### src/rtl/ppi_ctrl_unit.sv
// PPI control-word unit: decodes mode-set and bit-set/reset commands written over the bus
// and drives the port mode, direction and port C latch controls, all from registers.
module ppi_ctrl_unit #(
    parameter int         PC_W     = 8,
    parameter logic [7:0] RST_WORD = 8'h9B
) (
    input  logic            clk,
    input  logic            rst,
    input  logic [7:0]      in,
    input  logic            en,
    output logic [7:0]      word,
    output logic [1:0]      mode_a,
    output logic            mode_b,
    output logic            dir_a,
    output logic            dir_b,
    output logic            dir_cu,
    output logic            dir_cl,
    output logic [PC_W-1:0] pc_out,
    output logic            clr_latch,
    output logic            cfg_valid,
    output logic            bsr_err
);

    localparam logic [3:0] PC_LIM = 4'(PC_W);

    // Reset decode matches what a mode-set of RST_WORD would have produced.
    localparam logic [1:0] RST_MODE_A = RST_WORD[6] ? 2'b10 : {1'b0, RST_WORD[5]};

    logic            en_d;
    logic            wr;
    logic            mode_wr;
    logic            bsr_wr;
    logic            bsr_ok;
    logic [PC_W-1:0] pc_next;

    assign wr      = en & ~en_d;
    assign mode_wr = wr & in[7];
    assign bsr_wr  = wr & ~in[7];
    assign bsr_ok  = {1'b0, in[3:1]} < PC_LIM;

    always_comb begin
        pc_next = pc_out;
        for (int i = 0; i < PC_W; i++) begin
            if (in[3:1] == 3'(i)) begin
                pc_next[i] = in[0];
            end
        end
    end

    always_ff @(posedge clk or posedge rst) begin
        if (rst) begin
            en_d <= 1'b0;
        end else begin
            en_d <= en;
        end
    end

    always_ff @(posedge clk or posedge rst) begin
        if (rst) begin
            word      <= RST_WORD;
            mode_a    <= RST_MODE_A;
            dir_a     <= RST_WORD[4];
            dir_cu    <= RST_WORD[3];
            mode_b    <= RST_WORD[2];
            dir_b     <= RST_WORD[1];
            dir_cl    <= RST_WORD[0];
            cfg_valid <= 1'b0;
        end else if (mode_wr) begin
            word      <= in;
            mode_a    <= in[6] ? 2'b10 : {1'b0, in[5]};
            dir_a     <= in[4];
            dir_cu    <= in[3];
            mode_b    <= in[2];
            dir_b     <= in[1];
            dir_cl    <= in[0];
            cfg_valid <= 1'b1;
        end
    end

    // Mode-set clears the whole port C latch; BSR touches one bit only when it is in range.
    always_ff @(posedge clk or posedge rst) begin
        if (rst) begin
            pc_out <= '0;
        end else if (mode_wr) begin
            pc_out <= '0;
        end else if (bsr_wr && bsr_ok) begin
            pc_out <= pc_next;
        end
    end

    always_ff @(posedge clk or posedge rst) begin
        if (rst) begin
            clr_latch <= 1'b0;
            bsr_err   <= 1'b0;
        end else begin
            clr_latch <= mode_wr;
            bsr_err   <= bsr_wr & ~bsr_ok;
        end
    end

endmodule

### config.mk
export PLATFORM = sky130hd
export DESIGN_NAME = ppi_ctrl_unit
export DESIGN_NICKNAME = d
export VERILOG_FILES = /design/src/rtl/ppi_ctrl_unit.sv
export SDC_FILE = /design/constraint.sdc
export NUM_CORES = 1
export LEC_CHECK = 0
export ABC_AREA = 1
export BUFFER_PORTS_ARGS = -buffer_cell sky130_fd_sc_hd__buf_2
export CAP_MARGIN = 20
export CORE_ASPECT_RATIO = 1.4
export CORE_UTILIZATION = 47
export CTS_CLUSTER_DIAMETER = 150
export DETAILED_ROUTE_END_ITERATION = 10
export GPL_TIMING_DRIVEN = 1
export PLACE_DENSITY_LB_ADDON = 0.08
export SETUP_SLACK_MARGIN = 0.3
export SYNTH_ARGS = -nofsm -noshare
export SYNTH_HDL_FRONTEND = slang
export SYNTH_SLANG_ARGS = --single-unit
### constraint.sdc
create_clock -name clk -period 1.5 [get_ports clk]
set_clock_uncertainty 0.2 [all_clocks]
set_input_delay 0.075 -clock clk [delete_from_list [all_inputs] [get_ports clk]]
set_output_delay 0.075 -clock clk [all_outputs]
set_load 0.02 [all_outputs]
==> results of run 1 <==
## worst reg2reg max path: stages, from the launching register on
cell and delay, ns:
dfrtp_1 0.43, inv_2 0.09, nand3_4 0.13, buf_6 0.18
nand2_1 0.05, o21ai_1 0.05
## power by group
| part | switching, W | internal, W |
|---|---|---|
| Clock | 0.000153 | 0.000103 |
| Combinational | 0.000259 | 0.000207 |
| Sequential | 0.0000452 | 0.000611 |
| Total | 0.000457 | 0.000921 |
## metal layers
| metal | up-vias | part of all wire [%] | GRT usage (%) |
|---|---|---|---|
| li1 | 481 | - | - |
| met1 | 450 | 39 | 24.3 |
| met2 | 29 | 57 | 37.6 |
| met3 | 2 | 3.2 | 2.40 |
| met4 | 0 | 0.72 | 7.14 |
| met5 | - | 0 | 0 |
## flip-flops by register name (all words and copies together) (netlist names)
signal	cells
word	8
pc_out	8
mode_a	1
cfg_valid	1
en_d	1
clr_latch	1
## cell usage in the layout, fill, tap and decap left out, drive strengths merged
cell	n
dfstp	5
dlymetal6s4s	1
nand3	10
dlygate4sd3	16
nand4	4
or2	2
dfrtp	15
buf	43
nand2	52
clkbuf	4
o21ai	6
nor2	7
inv	10
conb	1
## final timing paths
kind	from	to	slack [ns]	depth (start not counted)
hold / removal	in[7]	pc_out[3]	0.02	4
min in group asynchronous	rst	pc_out[3]	0.13	4
hold reg to reg	cfg_valid	cfg_valid	0.27	1
setup reg to reg	en_d	mode_a[0]	0.26	5
setup / recovery	en	pc_out[0]	0.23	8
max in group asynchronous	rst	word[7]	0.68	4
## repair_timing
action                                 4_1_cts  5_1_grt
buffers inserted                             5        1
setup endpoints to repair                   24       28
pin swaps                                    1        8
resized for setup                           17       29
hold buffers                                16        2
endpoints found under the hold margin       38        2
cloned                                       0        0
## cell type report
class                   count  area (um2)
well taps                  21        26.3
multi-input cells          82         424
inverters                  10        40.0
repair buffers             60         480
fillers                   143         469
flip-flops and latches     20         507
clock buffers               4        26.3
## logic make-up after synthesis
family	share of synthesized area, %
other	0.381
AO/OA/AOI/OAI	3.05
AND/OR/NAND/NOR	32.7
buffers and inverters	12.3
flip-flops	51.5
## per-stage QoR
step	worst slack, ns	std cells	total power (W)	cell area, um2	util [%]
after global placement	0.253	170	0.000988	1120	56.6
after detailed placement	0.220	170	0.000992	1120	56.6
final	0.231	197	0.00138	1500	76.2
after floorplan	0.335	123	0.000908	983	-
after CTS	0.225	195	0.00134	1400	71.1
after global routing	0.176	197	0.00147	1500	76.2
==> flow_summary.yaml, run 1 <==
timing:
  rsz0062_at_grt: "yes"
  slew_viol_final: 0
  finalHoldViolCount: 0
  whs_ns: 0.0171
  setup_viol: 0
  fin_crit_sh_pct: 84.6
  fin_crit_ns: 1.27
  setup-tns-final_ns: 0
  clock.fmax_mhz: 788
placed_design:
  dp_hpwl_um: 1390
  place_congestion: 0.830
  io_buffers: 35
route:
  drtPass1Iterations: 4
  vias: 962
  via_per_inst: 4.88
  drt_iter0_markers: 15
  drc: 0
  ant_nets: 0
  wl_per_cell_um: 11.3
  drt_wl_total_um: 2220
yosys:
  synth_area_leaders: "dfrtp_1, nand2_1, dfstp_2"
  synth.top_cell.area_share_pct: 38.2
  ys_seq_elements: 20
  synthCells: 123
  synth_nets: 134
  synth_top_flop_cell: "dfrtp_1"
  async_reset_ff_share_pct: 100
  synth-seq-area-share_pct: 51.5
  yosysUniqueCellTypes: 17
  avgSynthCellArea_um2: 8.00
  yosysMostFrequentCell: "nand2_1"
  synthTopCellsByCount: "nand2_1, dfrtp_1, buf_4, nand3_1, inv_1"
  syn-cell-area_um2: 983
  yosysWarnings: 0
  synth_top_area_cell: "dfrtp_1"
  synth_edf_count: 0
pwr:
  power_leakage_nw: 0.811
  pwr_density_cell_nw_per_um2: 916
  peakVddDrop_mv: 0.582
floorplanning:
  rows: 19
  core_um2: 1970
  die_w_um: 40.7
  die_y_um: 56.1
  start_util_pct: 49.8
  io_pins: 37
  dieArea_um2: 2280
global_routing:
  grt_max_degree: 21
  grt_pass1_vias: 859
  grt_overflow_total: 0
  grt_pass1_wl_um: 3440
  grt_use_total_pct: 21.3
  antenna_found_initial: 0
clocking:
  clk_pin_slew_ns: 0.12
  htreeDepth: 1
  cts_buffers: 3
  cts_tree: "done"
  insertion_delay_ns: 0.29
  clockBufferDepth: 2
  root_buffer: "clkbuf_4"
  clock-sinks: 20
finish:
  nets: 188
  area_growth_pct: 52.9
  drive_gt1_share_pct: 43.2
  diodes: 0
worst_setup_path:
  crit_arrival_ns: 1.25
  cpPeakStageDelay_ns: 0.59
  critical_path_class: "input pin to flip-flop"
  end_kind: "flip-flop"
  worst_path_dominant_cell_family: "buffers and inverters"
  worstPathCellList: "buf_2, dlygate4sd3_1, inv_2, nor2_4, buf_12, nand2_1, nand2_1, nand2_1"
  crit_top_cell: "nand2_1"
  cpMaxStageDelayCell: "dlygate4sd3_1"
  critical_path.max_fanout: 12
  cp_data_required_time_ns: 1.48
  critPathBufInv: 4
  critPathLaunchType: "input pin"
status:
  status: "finished, final reports clean"
job:
  drv_cap: 0
worst_hold_path:
  hp-class: "input pin to flip-flop"
Power figures use the tool's default switching activity.
==> inputs of run 2 (changes only) <==
- CORE_UTILIZATION: 47 -> 43
- clock period: 1.5 -> 1.12 ns (I/O delays scaled with it)
==> flow_summary.yaml, run 2 (synthesis gave the netlist of run 1 again) <==
worst_setup_path:
  r2r-end: "cfg_valid"
  r2r_slack_ns: -0.09
  worstPathCellList: "buf_6"
  critical_path.max_fanout: 3
  setup.worst_path.end: "word[1]"
  critical_path_class: "flip-flop to output pin"
  cpMaxStageDelayCell: "dfstp_2"
  end_kind: "output pin"
  cp-startpoint: "word[1]"
  reg2reg_depth: 4
  cpPeakStageDelay_ns: 0.58
  crit_arrival_ns: 1.01
  r2r_start: "en_d"
  critPathBufInv: 1
  cp.depth: 1
  worst_path_dominant_cell_family: "flip-flops"
  critPathLaunchType: "flip-flop"
  cp_data_required_time_ns: 0.86
global_routing:
  grt_max_degree: 21
  grt_use_total_pct: 19.0
  grt_overflow_total: 0
  grt_pass1_wl_um: 3610
  antenna_found_initial: 0
  grt_pass1_vias: 848
timing:
  setup_viol: 30
  whs_ns: -0.275
  setup_ws_ns: -0.145
  rsz0062_at_grt: "yes"
  slew_viol_final: 0
  fin_crit_ns: 1.27
  finalHoldViolCount: 16
  fin_crit_sh_pct: 113
  clock.fmax_mhz: 790
floorplanning:
  start_util_pct: 45.2
  io_pins: 37
  die_w_um: 42.4
  core_um2: 2180
  dieArea_um2: 2490
  rows: 20
  die_y_um: 58.6
placed_design:
  io_buffers: 35
  dp_hpwl_um: 1450
  placed_cells: 173
  post-place-ws_ns: -0.0679
  place_congestion: 0.806
clocking:
  cts_buffers: 3
  clock-sinks: 20
  clockBufferDepth: 2
  htreeDepth: 1
  clk_pin_slew_ns: 0.11
  root_buffer: "clkbuf_4"
  cts_tree: "done"
  cts_hold_buf: 3
  insertion_delay_ns: 0.30
route:
  drtPass1Iterations: 4
  via_per_inst: 4.94
  ant_nets: 0
  drt_wl_total_um: 2310
  wl_per_cell_um: 11.9
  drt_iter0_markers: 24
  vias: 958
  drc: 0
finish:
  fin_cells: 194
  diodes: 0
  nFillCells: 187
  final_common_cell: "nand2_1"
  regArea_um2: 509
  area_growth_pct: 59.2
  nets: 184
  drive_gt1_share_pct: 51.2
  layout_common_cells: "nand2_1, buf_6, buf_4, dfrtp_1, buf_2"
  multi_input_area_um2: 430
  largest_registers: "pc_out x8, word x8"
pwr:
  peakVddDrop_mv: 0.690
  pwr_density_cell_nw_per_um2: 1300
  power_leakage_nw: 0.819
status:
  violations: "hold timing, setup timing"
  status: "complete, but fails checks"
job:
  drv_cap: 0
worst_hold_path:
  hp-class: "input pin to flip-flop"
  whs_path_depth: 1
  hp-start: "en"
==> run 2: how the worst min path moves through the flow <==
stage / to / slack (ns)
floorplan: cfg_valid / -0.18
global placement: clr_latch / -0.11
detailed placement: cfg_valid / -0.10
CTS: en_d / -0.28
global route: en_d / -0.29
finish: en_d / -0.27
==> run 2: repair_timing <==
item | CTS | global route
setup endpoints to repair | 44 | 44
pin swaps | 5 | 2
gates resized for setup | 64 | 14
buffers inserted | 6 | 8
hold endpoints to repair | 38 | 16
gates cloned | 0 | 0
==> run 2: final cells by class <==
class | instances | area share (%)
Inverter | 10 | 2.88
Clock buffer | 4 | 2.32
Tap cell | 22 | 1.76
Sequential cell | 20 | 32.5
Multi-Input combinational cell | 82 | 27.5
Timing Repair Buffer | 56 | 33.0
==> run 2: per-layer routing <==
layer | GRT usage [%] | part of all wire [%] | wire length (um) | vias up
met5 | 0 | 0 | 0 | -
met2 | 33.6 | 55 | 1280 | 32
met1 | 22.4 | 39 | 898 | 450
met4 | 8.04 | 1.6 | 37 | 0
li1 | - | - | - | 472
met3 | 3.68 | 4.3 | 99 | 4
==> run 2: power by group <==
| part | total (W) | switching (W) | internal (W) | leakage, nW |
|---|---|---|---|---|
| logic | 0.000731 | 0.000361 | 0.000370 | 0.558 |
| registers | 0.000891 | 0.0000711 | 0.000820 | 0.241 |
| clock network | 0.000413 | 0.000215 | 0.000198 | 0.0210 |
| total | 0.00204 | 0.000647 | 0.00139 | 0.819 |
==> run 2: metrics by stage <==
step | setup TNS, ns | area, um2 | power [W] | utilization (%)
after floorplan | 0 | 1020 | 0.00124 | -
after detailed placement | -0.524 | 1150 | 0.00134 | 53.0
after CTS | -2.36 | 1460 | 0.00196 | 67.2
after global routing | -4.04 | 1570 | 0.00215 | 71.9
final | -2.25 | 1570 | 0.00204 | 71.9
after global placement | -0.299 | 1150 | 0.00133 | 53.0
==> inputs of run 3 (changes only) <==
--- a/constraint.sdc
+++ b/constraint.sdc
@@ -3,3 +3,3 @@
 set_input_delay 0.056 -clock clk [delete_from_list [all_inputs] [get_ports clk]]
 set_output_delay 0.056 -clock clk [all_outputs]
-set_load 0.02 [all_outputs]
+set_load 0.005 [all_outputs]
==> flow_summary.yaml, run 3 (synthesis gave the netlist of run 1 again) <==
worst_setup_path:
  cpPeakStageDelay_ns: 0.56
  r2r_start: "en_d"
  r2r-end: "mode_a[0]"
  setup.worst_path.end: "word[1]"
  end_kind: "output pin"
  r2r_slack_ns: -0.09
  cp.depth: 1
  cp-startpoint: "word[1]"
  crit_arrival_ns: 0.98
  cp_data_required_time_ns: 0.86
  critPathBufInv: 1
  worst_path_dominant_cell_family: "flip-flops"
  reg2reg_depth: 5
  worstPathCellList: "buf_2"
  cpMaxStageDelayCell: "dfstp_2"
  critical_path.max_fanout: 3
  critical_path_class: "flip-flop to output pin"
  critPathLaunchType: "flip-flop"
clocking:
  clock-sinks: 20
  cts_buffers: 3
  insertion_delay_ns: 0.30
  clockBufferDepth: 2
  cts_tree: "done"
  root_buffer: "clkbuf_4"
  clk_pin_slew_ns: 0.11
  htreeDepth: 1
timing:
  setup_viol: 27
  finalHoldViolCount: 15
  slew_viol_final: 0
  fin_crit_sh_pct: 110
  setup_ws_ns: -0.112
  whs_ns: -0.276
  setup-tns-final_ns: -1.96
  fin_crit_ns: 1.23
  clock.fmax_mhz: 812
  rsz0062_at_grt: "yes"
pwr:
  power_leakage_nw: 0.790
  peakVddDrop_mv: 0.753
  power_frac_comb_pct: 27.8
  p_total_w: 0.00170
  swShare_pct: 29.1
  power_frac_seq_pct: 50.7
  p_switching_w: 0.000496
  clkPwrFrac_pct: 21.5
  p_int_w: 0.00121
  pwr_density_cell_nw_per_um2: 1210
finish:
  final_common_cell: "nand2_1"
  drive_gt1_share_pct: 48.9
  largest_registers: "pc_out x8, word x8"
  area_growth_pct: 43.5
  nets: 186
  fin_cells: 196
  layout_common_cells: "nand2_1, buf_2, buf_4, dfrtp_1, nand2_2"
  post-route-util_pct: 64.8
  diodes: 0
route:
  drt_iter0_markers: 17
  via_per_inst: 4.99
  vias: 978
  drc: 0
  drtPass1Iterations: 3
  ant_nets: 0
  drt_wl_total_um: 2300
  wl_per_cell_um: 11.7
status:
  violations: "hold timing, setup timing"
  status: "complete, but fails checks"
placed_design:
  placed_cells: 173
  place_congestion: 0.823
  post-place-ws_ns: -0.0811
  io_buffers: 35
  dp_hpwl_um: 1400
global_routing:
  grt_max_degree: 21
  grt_overflow_total: 0
  antenna_found_initial: 0
  grt_use_total_pct: 18.4
  grt_pass1_wl_um: 3380
  grt_pass1_vias: 836
floorplanning:
  io_pins: 37
  rows: 20
  die_w_um: 42.4
  start_util_pct: 45.2
  die_y_um: 58.6
  dieArea_um2: 2490
  core_um2: 2180
job:
  drv_cap: 0
worst_hold_path:
  hp-class: "input pin to flip-flop"
-- run 3: cell count changes in the layout (fill, tap and decap cells not counted), sizes merged --
cell         change
buf              +1
clkinv           -1
dlygate4sd3      +1
inv              +1
-- run 3: metal layers --
metal,part of all wire (%),GRT usage [%]
met1,40,18.9
met2,54,33.8
met3,4.0,3.68
met4,2.0,10.7
met5,0,0
-- run 3: layout make-up --
| type | instances | area [um2] |
|---|---|---|
| flip-flops and latches | 20 | 507 |
| well taps | 22 | 27.5 |
| inverters | 10 | 40.0 |
| repair buffers | 58 | 384 |
| fillers | 208 | 766 |
| clock buffers | 4 | 26.3 |
| multi-input cells | 82 | 427 |
-- run 3: how the worst min path moves through the flow --
stage	start	end	slack (ns)	depth (start not counted)
after floorplan	rst	cfg_valid	-0.18	1
after global placement	rst	cfg_valid	-0.11	3
after detailed placement	rst	cfg_valid	-0.10	3
after CTS	en	en_d	-0.28	1
after global routing	en	en_d	-0.30	1
final	en	en_d	-0.28	1
-- run 3: stage by stage --
stage	cell area (um2)	hold slack, ns
finish	1410	-0.276
global route	1410	-0.303
CTS	1300	-0.283
detailed placement	1150	-0.103
global placement	1150	-0.106
floorplan	1010	-0.184
-- run 3: power by group through the flow --
stage	clock network, W	logic [W]	registers, W
4_1_cts	0.000377	0.000403	0.000861
5_1_grt	0.000413	0.000518	0.000873
6_report	0.000366	0.000473	0.000864
2_1_floorplan	0	0.000213	0.000889
3_5_place_dp	0	0.000325	0.000877
3_3_place_gp	0	0.000325	0.000874
-- run 3: timing repair --
action	in CTS	in global routing
buffers inserted	7	8
gates cloned	0	0
pin swaps	8	5
endpoints found under the hold margin	38	17
resized for setup	12	13
hold buffers	3	1
setup endpoints to repair	44	47
